### src/rtl/wb_stage_p.sv
// Beta pipeline write-back stage: result select, load wait with timeout,
// zero-register suppression and retired-instruction counting.
module wb_stage_p #(
  parameter int DATA_W     = 32,
  parameter int RA_W       = 5,
  parameter int RC_LSB     = 21,
  parameter int ZERO_REG   = 31,
  parameter int LD_TIMEOUT = 15,
  parameter int CNT_W      = 32
) (
  input  logic              clk,
  input  logic              rst,
  input  logic              in_valid,
  output logic              in_ready,
  input  logic              op_ld,
  input  logic              op_st,
  input  logic              op_jmp,
  input  logic [DATA_W-1:0] pc,
  input  logic [DATA_W-1:0] ir,
  input  logic [DATA_W-1:0] y,
  input  logic [DATA_W-1:0] mem_rdata,
  input  logic              mem_rvalid,
  output logic              rf_we,
  output logic [RA_W-1:0]   rf_w_addr,
  output logic [DATA_W-1:0] rf_w_data,
  output logic              pend_valid,
  output logic [RA_W-1:0]   pend_addr,
  output logic              ld_err,
  output logic [CNT_W-1:0]  instret
);

  localparam int TW = $clog2(LD_TIMEOUT + 1);

  typedef enum logic {
    IDLE,
    WAIT_LD
  } state_t;

  state_t            state_q, state_d;
  logic [TW-1:0]     wcnt_q, wcnt_d;
  logic [TW-1:0]     missed;
  logic              v_q, ld_q, st_q, jmp_q;
  logic [DATA_W-1:0] pc_q, y_q;
  logic [RA_W-1:0]   dest_q;
  logic [CNT_W-1:0]  instret_q;
  logic              wr_ok, complete, timeout, accept, waiting;

  assign wr_ok    = !st_q && (dest_q != RA_W'(ZERO_REG));
  assign complete = v_q && (!ld_q || mem_rvalid);
  assign waiting  = v_q && ld_q && !mem_rvalid;
  // missed = load cycles already elapsed without data
  assign missed   = (state_q == WAIT_LD) ? wcnt_q : '0;
  assign timeout  = waiting && (missed == TW'(LD_TIMEOUT - 1));
  assign in_ready = !v_q || complete || timeout;
  assign accept   = in_valid && in_ready;

  always_comb begin
    state_d = IDLE;
    wcnt_d  = '0;
    case (state_q)
      IDLE, WAIT_LD: begin
        if (waiting && !timeout) begin
          state_d = WAIT_LD;
          wcnt_d  = missed + TW'(1);
        end
      end
      default: begin
        state_d = IDLE;
        wcnt_d  = '0;
      end
    endcase
  end

  always_ff @(posedge clk) begin
    if (rst) begin
      state_q   <= IDLE;
      wcnt_q    <= '0;
      v_q       <= 1'b0;
      instret_q <= '0;
    end else begin
      state_q <= state_d;
      wcnt_q  <= wcnt_d;
      if (accept)
        v_q <= 1'b1;
      else if (complete || timeout)
        v_q <= 1'b0;
      if (complete)
        instret_q <= instret_q + CNT_W'(1);
    end
  end

  always_ff @(posedge clk) begin
    if (accept) begin
      pc_q   <= pc;
      y_q    <= y;
      dest_q <= ir[RC_LSB +: RA_W];
      ld_q   <= op_ld;
      st_q   <= op_st;
      jmp_q  <= op_jmp;
    end
  end

  assign rf_we      = complete && wr_ok;
  assign rf_w_addr  = dest_q;
  assign rf_w_data  = ld_q  ? mem_rdata :
                      jmp_q ? pc_q      : y_q;
  assign pend_valid = v_q && wr_ok;
  assign pend_addr  = dest_q;
  assign ld_err     = timeout;
  assign instret    = instret_q;

endmodule

### config.mk
export PLATFORM = sky130hd
export DESIGN_NAME = wb_stage_p
export DESIGN_NICKNAME = d
export VERILOG_FILES = /design/src/rtl/wb_stage_p.sv
export SDC_FILE = /design/constraint.sdc
export NUM_CORES = 1
export LEC_CHECK = 0
export CAP_MARGIN = 15
export CORE_MARGIN = 2
export CORE_UTILIZATION = 30
export CTS_CLUSTER_SIZE = 20
export DETAILED_ROUTE_END_ITERATION = 16
export SYNTH_ARGS = -nofsm -noshare
export SYNTH_HDL_FRONTEND = slang
export SYNTH_SLANG_ARGS = --single-unit
### constraint.sdc
create_clock -name clk -period 12.1 [get_ports clk]
set_clock_uncertainty 0.15 [all_clocks]
set_input_delay 1.21 -clock clk [delete_from_list [all_inputs] [get_ports clk]]
set_output_delay 1.21 -clock clk [all_outputs]
set_load 0.05 [all_outputs]
==> summary.md <==
| Metric | Value |
|---|---|
| Slew HR | 50.68% |
| Fmax | about 220 MHz |
| Final cell count without fillers | between 700 and 800 |
| CTS Root Cell | clkbuf_16 |
| Total wire length | 11.12 mm |
| Die Span X | between 100 and 150 um |
| Initial DRC Count | between 150 and 200 |
| Reg2reg path depth | 6 |
| CTS Buf Count | 9 |
| First-pass GRT wire length | around 18 mm |
| Area delta synth->final | 49.96% |
| Setup WS pre-CTS | around 7500 ps |
| WS Path Type | in2out |
| I/O Buffers | 185 |
| Data required, critical path | 10740 ps |
| Netlist Area Pre-Place | approximately 0.0046 mm2 |
| Fillers | about 1400 |
| Post-synth cell types | 34 |
| # diodes | 0 |
| Max-cap violations | 0 |
| Outcome | finished, final reports clean |
| WL/cell | approximately 15 um |
| RSZ-0062 raised after global routing | false |
| Max-slew violations | 0 |
| R2r startpoint | ld_q |
| Crit path time final | between 4000 and 5000 ps |
| Critical Path AT | between 3000 and 4000 ps |
| Pre-antenna DRT Iters | 4 |
| Sink Count | 110 |
| Reg clk slew, reported paths | 70 ps |
| Register bit total from synthesis | 110 |
| Post-CTS Resized | 0 |
| Overflow after GRT | 0 |
| Synth Warn # | 0 |
| Synth Instances | roughly 390 |
| Final HPWL DP | 8.011 mm |
| Via density | around 4.6 |
| Final nets | approximately 700 |
| H-tree Lvls | 3 |
| Crit end category | output pin |
| Rows | 45 |
| Origin of the worst min-delay path | instret[31] |
| Cts hold-fix bufs | 0 |
| Antenna Nets Post-Route | 0 |
| Synth area leaders | edfxtp_1 47%, dfxtp_1 17%, mux2i_1 7.0%, o21ai_0 3.9%, nand2_1 3.6% |
| Setup slack, reg-to-reg | a little over 9000 ps |
| Worst setup margin | 7544 ps |
| Tot GR Track Use | 13.85% |
| Register area share after synthesis | between 60% and 70% |
| Die area | between 0.015 and 0.02 mm2 |
| Io pins | about 210 |
| Lkg Pwr | 2.458 nW |
| CTS tree | done |
| Worst vdd ir | approximately 0.065 mV |
| Final Hold Viols | 0 |
| Core Area | between 0.015 and 0.02 mm2 |
| Worst-Margin Slew | approximately 740 ps |
| Mapped Nets | roughly 530 |
| Layout cells sized above 1 | between 4 and 5% |
| Setup TNS | 0 ps |
| Final Cycle Share | around 38% |
| Skew-Pair Late Insertion Delay | around 350 ps |
| Vias in the first global route | between 3000 and 4000 |
| Initial core utilization | a little over 30% |
| Inst Count DP | between 700 and 800 |
| Largest net degree at the start of global routing | 67 |
| Final setup vio count | 0 |
| Mean area per synthesized cell | 11.84 um2 |
| Hold Crit Class | reg2reg |
| Post-layout util | 45.65% |
| Residual DRC count | 0 |
| Synth top area share | between 40% and 50% |
| Hold EP | instret[31] |
| Worst R2R End | instret[31] |
| Crit Path Max Fanout | 7 |
| Startpoint types | primary input |
| Hold Crit Depth | 2 |
| Routed via count | 3516 |
| Post-CTS Setup Repair Bufs | 0 |
| Cell Pwr Density | about 120 mW/mm2 |
| Cell taking the most area after synthesis | edfxtp_1 |
| Max clock buf depth | 2 |
| Die H | 127.7 um |
| Final GP Congestion | around 0.76 |
| Number of antenna violations at the first check in global routing | 0 |
==> metal layers <==
metal / GRT usage, % / up-vias / routed length, um
li1: - / 1739 / -
met1: 16.56 / 1629 / 4933
met2: 23.21 / 129 / 5197
met3: 3.673 / 19 / 676
met4: 6.658 / 0 / 309
met5: 0 / - / 0
==> how the worst max path moves through the flow <==
| stage | from | endpoint | cells after the start | slack, ps |
|---|---|---|---|---|
| finish | mem_rvalid | in_ready | 4 | 7540 |
| global route | mem_rvalid | in_ready | 4 | 7370 |
| CTS | mem_rvalid | in_ready | 4 | 7510 |
| detailed placement | mem_rvalid | in_ready | 4 | 7530 |
| global placement | mem_rvalid | in_ready | 4 | 7540 |
| floorplan | mem_rvalid | jmp_q | 3 | 6380 |
==> where the power goes <==
| group | total, mW | switching, mW | internal, mW |
|---|---|---|---|
| Clock | 0.285 | 0.133 | 0.152 |
| Sequential | 0.422 | 0.00491 | 0.417 |
| Combinational | 0.137 | 0.0764 | 0.0605 |
==> critical path: stages <==
cell and delay, ps:
clkdlybuf4s50_1 420, nor2b_1 590, nand3_1 220, clkdlybuf4s50_1 760
==> cell usage in the layout, fill, tap and decap left out, drive strengths merged <==
| master | count |
|---|---|
| clkdlybuf4s50 | 185 |
| edfxtp | 72 |
| nand2 | 45 |
| dfxtp | 38 |
| o21ai | 36 |
| mux2i | 32 |
| nor2 | 29 |
| nand3 | 18 |
| xor2 | 16 |
| xnor2 | 11 |
| clkbuf | 11 |
| inv | 10 |
| nand4 | 9 |
| a21oi | 8 |
| nor3 | 6 |
| nor4 | 6 |
| and2 | 5 |
| or3 | 5 |
| and3 | 4 |
| buf | 4 |
| ha | 3 |
| or4 | 3 |
| clkinv | 3 |
| or2 | 2 |
| and4 | 2 |
| o31ai | 2 |
| nor2b | 1 |
| a31oi | 1 |
| nand2b | 1 |
| a311oi | 1 |
==> final cells by class <==
type | count | area [um2] | share of cell area, %
multi-input combinational | 246 | 1531 | 22.23
clock inverter | 5 | 32.53 | 0.4723
timing repair buffer | 189 | 1882 | 27.32
sequential | 110 | 2923 | 42.43
clock buffer | 11 | 254.0 | 3.688
inverter | 8 | 30.03 | 0.4360
tap | 188 | 235.2 | 3.415
==> stage by stage <==
stage | cell area (um2) | power (mW) | hold slack [ps]
after detailed placement | 6601 | 0.5689 | 336.5
after global routing | 6888 | 0.8767 | 389.2
after floorplan | 4593 | 0.5048 | 341.5
after global placement | 6601 | 0.5669 | 321.1
after CTS | 6888 | 0.8549 | 350.2
final | 6888 | 0.8439 | 349.1
==> kinds of logic after synthesis <==
kind of cell,synth area share (%)
flip-flops,63.63
adder cells (fa/ha/maj),0.8173
multiplexers,6.974
AO/OA/AOI/OAI,5.448
buffers and inverters,3.351
XOR/XNOR,5.148
AND/OR/NAND/NOR,14.63
==> sequential cells by signal (all words and copies together) (netlist names) <==
signal and flops:
pend_addr 5, pc_q 32, wcnt_q 4, instret 32
ld_q 1, jmp_q 1, st_q 1, state_q 1
y_q 32, v_q 1
==> cell usage after synthesis <==
| cell | number |
|---|---|
| edfxtp_1 | 72 |
| nand2_1 | 44 |
| dfxtp_1 | 38 |
| o21ai_0 | 36 |
| mux2i_1 | 32 |
| nor2_1 | 29 |
| nand3_1 | 18 |
| xor2_1 | 16 |
| clkbuf_1 | 14 |
| xnor2_1 | 11 |
| a21oi_1 | 8 |
| inv_1 | 8 |
| nand4_1 | 8 |
| nor3_1 | 6 |
| and2_1 | 5 |
| buf_4 | 5 |
| nor4_1 | 5 |
| or3_1 | 5 |
| and3_1 | 4 |
| buf_1 | 3 |
| ha_1 | 3 |
| and4_1 | 2 |
| buf_6 | 2 |
| o31ai_1 | 2 |
| or2_2 | 2 |
| or4_1 | 2 |
| a311oi_1 | 1 |
| a31oi_1 | 1 |
| nand2_2 | 1 |
| nand2b_1 | 1 |
| nand4_2 | 1 |
| nor2b_1 | 1 |
| nor4_4 | 1 |
| or4_4 | 1 |
(Power assumes the default switching activity.)
